$ cat src/rtl/morse_decoder_if.sv
// rtl/morse_decoder_if.sv - Morse line in, decoded letter and status out
interface morse_decoder_if;
  logic       morse_in;
  logic [2:0] letter;
  logic       letter_valid;
  logic       letter_error;
  logic       busy;

  modport master (output morse_in, input letter, letter_valid, letter_error, busy);
  modport slave  (input morse_in, output letter, letter_valid, letter_error, busy);
endinterface

$ cat src/rtl/morse_decoder.sv
// rtl/morse_decoder.sv - Morse decoder for letters S..Z
// Samples the line once per unit, mid-unit, realigning on every input edge.
module morse_decoder #(
  parameter int TICK_DIV = 25000000
) (
  input  logic            clock,
  input  logic            reset,
  morse_decoder_if.slave  bus
);

  localparam int TW = $clog2(TICK_DIV);
  localparam logic [TW-1:0] FULL_LOAD = TW'(TICK_DIV - 1);
  localparam logic [TW-1:0] HALF_LOAD = TW'(TICK_DIV / 2 - 1);

  typedef enum logic [1:0] {IDLE, MARK, SPACE} state_t;

  state_t        state;
  logic          prev;
  logic [TW-1:0] timer;
  logic [2:0]    run;
  logic [3:0]    elems;
  logic [2:0]    cnt;
  logic          err;

  logic       edge_seen;
  logic       sample_tick;
  logic       sampled;
  logic [3:0] dec;

  // Returns {hit, code}; the most recent element sits in bit 0.
  function automatic logic [3:0] decode(input logic [2:0] n, input logic [3:0] e);
    logic [3:0] r;
    r = 4'b0000;
    case (n)
      3'd1: if (e[0]) r = {1'b1, 3'd1};
      3'd3: case (e[2:0])
              3'b000:  r = {1'b1, 3'd0};
              3'b001:  r = {1'b1, 3'd2};
              3'b011:  r = {1'b1, 3'd4};
              default: r = 4'b0000;
            endcase
      3'd4: case (e)
              4'b0001: r = {1'b1, 3'd3};
              4'b1001: r = {1'b1, 3'd5};
              4'b1011: r = {1'b1, 3'd6};
              4'b1100: r = {1'b1, 3'd7};
              default: r = 4'b0000;
            endcase
      default: r = 4'b0000;
    endcase
    return r;
  endfunction

  assign edge_seen   = prev != bus.morse_in;
  assign sample_tick = !edge_seen && (timer == '0);
  assign sampled     = bus.morse_in;
  assign dec         = decode(cnt, elems);

  always_ff @(posedge clock) begin
    if (reset) begin
      state            <= IDLE;
      prev             <= 1'b0;
      timer            <= FULL_LOAD;
      run              <= 3'd0;
      elems            <= 4'd0;
      cnt              <= 3'd0;
      err              <= 1'b0;
      bus.letter       <= 3'd0;
      bus.letter_valid <= 1'b0;
      bus.letter_error <= 1'b0;
      bus.busy         <= 1'b0;
    end else begin
      prev             <= bus.morse_in;
      bus.letter_valid <= 1'b0;
      bus.letter_error <= 1'b0;

      if (edge_seen)
        timer <= HALF_LOAD;
      else if (timer == '0)
        timer <= FULL_LOAD;
      else
        timer <= timer - 1'b1;

      if (sample_tick) begin
        case (state)
          IDLE: begin
            if (sampled) begin
              state    <= MARK;
              run      <= 3'd1;
              elems    <= 4'd0;
              cnt      <= 3'd0;
              err      <= 1'b0;
              bus.busy <= 1'b1;
            end
          end
          MARK: begin
            if (sampled) begin
              if (run != 3'd7) run <= run + 3'd1;
            end else begin
              // A malformed mark is still appended so the count stays honest.
              elems <= {elems[2:0], run == 3'd3};
              err   <= err | !((run == 3'd1) || (run == 3'd3)) | (cnt == 3'd4);
              if (cnt != 3'd4) cnt <= cnt + 3'd1;
              state <= SPACE;
              run   <= 3'd1;
            end
          end
          SPACE: begin
            if (sampled) begin
              if (run == 3'd2) err <= 1'b1;
              state <= MARK;
              run   <= 3'd1;
            end else if (run == 3'd2) begin
              if (dec[3] && !err) begin
                bus.letter       <= dec[2:0];
                bus.letter_valid <= 1'b1;
              end else begin
                bus.letter_error <= 1'b1;
              end
              state    <= IDLE;
              run      <= 3'd0;
              bus.busy <= 1'b0;
            end else begin
              run <= run + 3'd1;
            end
          end
          default: begin
            state    <= IDLE;
            bus.busy <= 1'b0;
          end
        endcase
      end
    end
  end

endmodule
$ cat src/flat_wrapper.sv
// flat-port wrapper written by rule: the top's interface ports become plain ports
module morse_decoder_flat 
#(
  parameter int TICK_DIV = 25000000
)
  (clock, reset, bus_morse_in, bus_letter, bus_letter_valid, bus_letter_error, bus_busy);
  morse_decoder_if bus_i ();
  input  logic clock;
  input  logic reset;
  input wire logic [$bits(bus_i.morse_in)-1:0] bus_morse_in;
  output wire logic [$bits(bus_i.letter)-1:0] bus_letter;
  output wire logic [$bits(bus_i.letter_valid)-1:0] bus_letter_valid;
  output wire logic [$bits(bus_i.letter_error)-1:0] bus_letter_error;
  output wire logic [$bits(bus_i.busy)-1:0] bus_busy;
  assign bus_i.morse_in = bus_morse_in;
  assign bus_letter = bus_i.letter;
  assign bus_letter_valid = bus_i.letter_valid;
  assign bus_letter_error = bus_i.letter_error;
  assign bus_busy = bus_i.busy;
  morse_decoder #(.TICK_DIV(TICK_DIV)) u_core (.clock(clock), .reset(reset), .bus(bus_i));
endmodule
$ cat config.mk
export PLATFORM = sky130hd
export DESIGN_NAME = morse_decoder_flat
export DESIGN_NICKNAME = d
export VERILOG_FILES = /design/src/rtl/morse_decoder_if.sv /design/src/rtl/morse_decoder.sv /design/src/flat_wrapper.sv
export SDC_FILE = /design/constraint.sdc
export NUM_CORES = 1
export LEC_CHECK = 0
export CAP_MARGIN = 40
export CORE_MARGIN = 10
export CORE_UTILIZATION = 60
export DETAILED_ROUTE_END_ITERATION = 8
export PLACE_DENSITY = 0.89
export SETUP_SLACK_MARGIN = 0.3
export SLEW_MARGIN = 20
export SYNTH_ARGS = -nofsm -noshare
export SYNTH_HDL_FRONTEND = slang
export SYNTH_SLANG_ARGS = --single-unit
$ cat constraint.sdc
create_clock -name clock -period 3.66 [get_ports clock]
set_input_delay 0.732 -clock clock [delete_from_list [all_inputs] [get_ports clock]]
set_output_delay 0.732 -clock clock [all_outputs]
set_load 0.03 [all_outputs]
==> results of run 1 <==
cell type report:
| class | count | area (um2) |
|---|---|---|
| clock buffers | 7 | 96.34 |
| inverters | 14 | 52.55 |
| fillers | 354 | 1320 |
| multi-input cells | 225 | 1470 |
| clock inverters | 1 | 5.005 |
| flip-flops and latches | 45 | 900.9 |
| repair buffers | 13 | 121.4 |
| well taps | 50 | 62.56 |
stage by stage:
step	utilization	std cells	hold slack [ps]	total power [uW]
2_1_floorplan	-	301	381.6	561.9
4_1_cts	0.6696	354	426.6	911.5
3_5_place_dp	0.6444	346	407.0	576.0
6_report	0.6724	355	423.7	908.5
5_1_grt	0.6724	355	471.0	939.9
3_3_place_gp	0.6444	346	397.5	573.4
worst max-delay path: cells and delay by family (launching register included):
| kind | cells | cell delay [ps] |
|---|---|---|
| mux | 1 | 240 |
| fa+ha+maj | 1 | 190 |
| buf+inv | 1 | 60 |
| flops | 1 | 340 |
| simple gates | 3 | 1380 |
| compound gates | 1 | 520 |
layer usage:
layer / GRT usage / vias to the layer above / wire length (um)
met1: 0.1708 / 1023 / 2401
met4: 0.07485 / 0 / 102
li1: - / 1078 / -
met3: 0.03671 / 13 / 284
met2: 0.2334 / 52 / 2350
met5: 0 / - / 0
cell usage in the layout (no fill, tap or decap), types with 8 or more instances in the layout:
master	instances
dfxtp_1	45
nand2_1	27
nor2_1	22
a21oi_1	19
inv_1	14
ha_1	14
nand3_1	13
o21ai_0	13
nor3_1	12
xnor2_1	10
nor4_1	8
clkdlybuf4s50_1	8
cells by family (layout without fill, tap and decap cells):
group,Yosys count,count (layout)
buffers and inverters,31,35
XOR/XNOR,17,17
AO/OA/AOI/OAI,59,59
adder cells (fa/ha/maj),14,14
multiplexers,7,7
flip-flops,45,45
AND/OR/NAND/NOR,128,128
report_power, final:
| group | switching, uW | internal, uW |
|---|---|---|
| Sequential | 15.0 | 501 |
| Clock | 171 | 171 |
| Combinational | 28.4 | 22.4 |
registers in the layout, summed over array words and instances (netlist names):
name                     cells
u_core.elems                 4
u_core.bus.letter_error      1
u_core.state                 2
u_core.run                   3
u_core.bus.busy              1
u_core.bus.letter_valid      1
u_core.timer                25
u_core.prev                  1
u_core.bus.letter            3
u_core.cnt                   3
u_core.err                   1
worst max-delay path by stage:
stage | to | depth (start not counted) | slack (ps)
2_1_floorplan | u_core.err | 9 | 980
3_3_place_gp | u_core.err | 7 | 840
3_5_place_dp | u_core.bus.busy | 6 | 750
4_1_cts | u_core.bus.busy | 7 | 820
5_1_grt | u_core.cnt[2] | 7 | 650
6_report | u_core.bus.busy | 7 | 820
==> results.yml, run 1 <==
hold_path:
  worst_hold_path_type: "flop to flop"
  hold_start: "u_core.timer[0]"
  whs_path_depth: 1
  hold_end: "u_core.timer[0]"
clock_tree:
  post_cts_resized: 0
  path_clk_slew_ps: 80
  numClockSinks: 45
  cts.path.max_buffers: 2
  h-tree-depth: 2
  cts_tree: "yes"
  ctsRootBufferMaster: "clkbuf_8"
  cts_made_buffers: 5
  clk_latency_ps: 300
  holdBufCountCts: 0
  cts_setup_buffers: 0
worst_setup_path:
  cp_max_fo: 8
  reg2regPathDepth: 7
  crit_path_top_delay_cell: "or4b_1"
  critical_path.max_stage_delay_ps: 750
  start_kind: "flop"
  crit_start: "u_core.timer[0]"
  end_kind: "flop"
  cp.required_ps: 3850
  worstPathCellList: "inv_1 -> ha_1 -> or4b_1 -> or4b_1 -> a2111oi_0 -> mux2i_1 -> nor2_1"
  regToRegSetupSlack_ps: 820
  reg2reg_from: "u_core.timer[0]"
  worstReg2RegEnd: "u_core.bus.busy"
  cp_common_cell: "or4b_1"
  arrival_ps: 3030
  crit_type: "flop to flop"
detailed_routing:
  routedWlPerCell_um: 14.47
  drt-vias-per-instance: 6.101
  postRouteAntennaNets: 0
  firstDrtPassIters: 5
  drt_iter0_drc: 142
  drcViolationCount: 0
  wirelength_mm: 5.138
  num_vias: 2166
timing:
  hold_violations: 0
  fin_crit_sh: 0.7767
  finalSetupTns_ps: 0
  tightest_slew_ps: 763.3
  skew_ps: 2.779
  rsz0062_at_grt: "false"
  relSlewSlack: 0.4864
  finalMaxSlewViolations: 0
  finalCriticalPeriod_ps: 2843
  finalWorstSetupSlack_ps: 817.3
  max_freq_mhz: 351.8
  setup_viol: 0
logic_synthesis:
  seq_area_frac_synth: 0.3600
  ys_top_cells_by_area: "dfxtp_1, ha_1, nand2_1, a21oi_1, xnor2_1"
  synth_top_cell_by_area: "dfxtp_1"
  synth_compound_area_frac: 0.1465
  syn_nets: 318
  synth_top_family_by_area: "simple AND/OR/NAND/NOR gates"
  synth_enable_flop_cells: 0
  synth-seq-cells: 45
  synth_warnings: 0
  synth-xor-area-share: 0.05950
  ys_types: 46
  synth_area_mm2: 0.002502
  syn_avg_cell_area_um2: 8.314
  synthTopCellsByCount: "dfxtp_1, nand2_1, nor2_1"
  yosys_most_used_dff: "dfxtp_1"
  yosys.area_share.simple: 0.2825
  async_flop_share: 0
  syn_inst: 301
  muxShareOfSynthArea: 0.02900
  synth_top_cell_area_share: 0.3600
  yosys.area_share.adder: 0.07000
  post-synth-top-count-cell: "dfxtp_1"
global_routing:
  grt_pass1_wl_mm: 8.894
  grt_use_total: 0.1441
  antenna_found_initial: 0
  grt_pass1_vias: 2119
  gr-total-overflow: 0
  grt_max_degree: 27
finish:
  fin_area_mm2: 0.002709
  drive_gt1_frac: 0.06557
  nNetsFinal: 321
  area_growth_pct: 8.250
  n_antenna_cell: 0
flow_run:
  cap_violations: 0
power:
  ir_drop_uv: 262.6
  p_leak_uw: 0.0009190
  p_per_area_mw_per_mm2: 335.4
floorplanning:
  fp-row-count: 23
  io_pins: 9
  fp.dieArea_mm2: 0.007154
  die-height_um: 84.58
  core_area_mm2: 0.004029
  initial_utilization: 0.6211
  die_w_um: 84.58
placed_design:
  gp_congestion: 0.9404
  io_buffers: 8
  hpwlAfterDp_mm: 3.592
  post-place-ws_ps: 753.1
  place_area_mm2: 0.002596
status:
  status: "complete, no violations"
Note: power is estimated with default switching activity, not from simulation.
==> run 2, diff against run 1 <==
Clock period 3.66 ns to 2.8 ns, I/O delays scaled along.
==> run 2 against run 1 <==
  * Critical path depth is the same
  * Largest power group unchanged
  * Via count increased by 3.7%
  * Worst setup slack worse by 490 ps
  * Count of clock-buffer cells in the layout fell by 2
  * Maximum frequency increased by 15%
  * Combinational power rose by 52%
  * Global-route usage is 1.4 points higher
==> results.yml, run 2 (synthesized netlist as in run 1, its figures left out) <==
status:
  status: "complete, no violations"
worst_setup_path:
  worstReg2RegEnd: "u_core.bus.letter[2]"
  arrival_ps: 2670
  crit_type: "flop to flop"
  reg2reg_from: "u_core.timer[1]"
  cp.required_ps: 2990
  reg2regPathDepth: 7
  start_kind: "flop"
  cp_max_fo: 8
  cp-endpoint: "u_core.bus.letter[2]"
  regToRegSetupSlack_ps: 330
  crit_start: "u_core.timer[1]"
  end_kind: "flop"
timing:
  max_freq_mhz: 404.1
  setup_viol: 0
  skew_ps: 5.157
  finalSetupTns_ps: 0
  hold_violations: 0
  finalCriticalPeriod_ps: 2475
  fin_crit_sh: 0.8838
  rsz0062_at_grt: "true"
  relSlewSlack: 0.5687
  finalMaxSlewViolations: 0
  finalWorstSetupSlack_ps: 325.3
  tightest_slew_ps: 645.0
global_routing:
  grt_pass1_wl_mm: 9.846
  grt_pass1_vias: 2151
  grt_max_degree: 23
  antenna_found_initial: 0
  grt_use_total: 0.1585
  gr-total-overflow: 0
finish:
  area_growth_pct: 13.50
  nFillCells: 315
  nNetsFinal: 331
  reg_top3: "u_core.timer x25, u_core.elems x4"
  drive_gt1_frac: 0.1470
  largest_register_ffs: 25
  top_register: "u_core.timer"
  final_common_cell: "dfxtp_1"
  mostFrequentLayoutCells: "dfxtp_1, nand2_1, nor2_1, a21oi_1"
  n_antenna_cell: 0
placed_design:
  hpwlAfterDp_mm: 3.727
  post-place-ws_ps: 145.3
  io_buffers: 8
  gp_congestion: 0.9163
hold_path:
  worst_hold_path_type: "flop to flop"
  whs_path_depth: 1
detailed_routing:
  firstDrtPassIters: 4
  drt-vias-per-instance: 6.187
  wirelength_mm: 5.643
  postRouteAntennaNets: 0
  drt_iter0_drc: 369
  num_vias: 2246
  routedWlPerCell_um: 15.55
  drcViolationCount: 0
power:
  ir_drop_uv: 225.8
  p_per_area_mw_per_mm2: 399.5
  p_leak_uw: 0.0009569
clock_tree:
  cts.path.max_buffers: 2
  clk_latency_ps: 300
  h-tree-depth: 2
  holdBufCountCts: 0
  cts_tree: "yes"
  cts_made_buffers: 5
  numClockSinks: 45
  ctsRootBufferMaster: "clkbuf_8"
  path_clk_slew_ps: 80
floorplanning:
  die-height_um: 84.58
  initial_utilization: 0.6211
  io_pins: 9
  die_w_um: 84.58
  core_area_mm2: 0.004029
  fp-row-count: 23
  fp.dieArea_mm2: 0.007154
flow_run:
  cap_violations: 0
## run 2: cell count changes in the layout (fill, tap and decap cells not counted), moves of 3 or more
cell,delta
or4b_1,-4
or4_1,-3
or4b_4,+4
buf_4,+9
or4_4,+3
dfxtp_2,+3
dfxtp_1,-3
## run 2: per-stage QoR
stage	instance area (um2)	total power, uW	util	hold WS [ps]	std cells
finish	2840	1135	0.7050	417.0	363
global route	2840	1178	0.7050	441.0	363
CTS	2774	1135	0.6885	423.3	359
detailed placement	2676	763.4	0.6643	403.8	353
global placement	2676	760.5	0.6643	394.9	353
floorplan	2519	736.7	-	385.2	301
## run 2: worst min-delay path by stage
| stage | from | end | slack [ps] |
|---|---|---|---|
| 6_report | u_core.timer[0] | u_core.timer[0] | 420 |
| 5_1_grt | u_core.timer[0] | u_core.timer[0] | 440 |
| 4_1_cts | u_core.timer[0] | u_core.timer[0] | 420 |
| 3_5_place_dp | u_core.timer[0] | u_core.timer[0] | 400 |
| 3_3_place_gp | u_core.timer[0] | u_core.timer[0] | 390 |
| 2_1_floorplan | u_core.timer[0] | u_core.timer[0] | 390 |
## run 2: final cells by class
cell class	instances	area (um2)	area share
clock inverters	1	5.005	0.001762
multi-input cells	226	1549	0.5454
flip-flops and latches	45	904.6	0.3185
clock buffers	5	68.82	0.02423
well taps	50	62.56	0.02203
repair buffers	22	197.7	0.06960
inverters	14	52.55	0.01850
## run 2: where the power goes
part | internal (uW) | leakage (uW) | switching, uW
sequential | 656 | 0.000366 | 22.0
combinational | 37.1 | 0.000551 | 40.5
clock | 165 | 0.0000399 | 215
total | 857 | 0.000957 | 277
## run 2: timing repair
item,4_1_cts,5_1_grt
cloned,0,1
resized for setup,5,10
endpoints found under the setup margin,11,9
setup buffers,0,3
pin swaps,0,2
endpoints found under the hold margin,0,0
## run 2: worst max-delay path: stages, from the launching register on
cell and delay [ps]:
dfxtp_2 340, inv_2 60, ha_4 140, or4b_4 470
or4b_4 620, nor3_2 280, nand3_2 160, mux2_2 300
## run 2: layer usage
| metal | routed length [um] | vias to the layer above | GRT usage | share of wire |
|---|---|---|---|---|
| li1 | - | 1102 | - | - |
| met1 | 2451 | 1062 | 0.1898 | 0.43 |
| met2 | 2749 | 72 | 0.2574 | 0.49 |
| met3 | 357 | 10 | 0.04444 | 0.063 |
| met4 | 85 | 0 | 0.06886 | 0.015 |
| met5 | 0 | - | 0 | 0 |
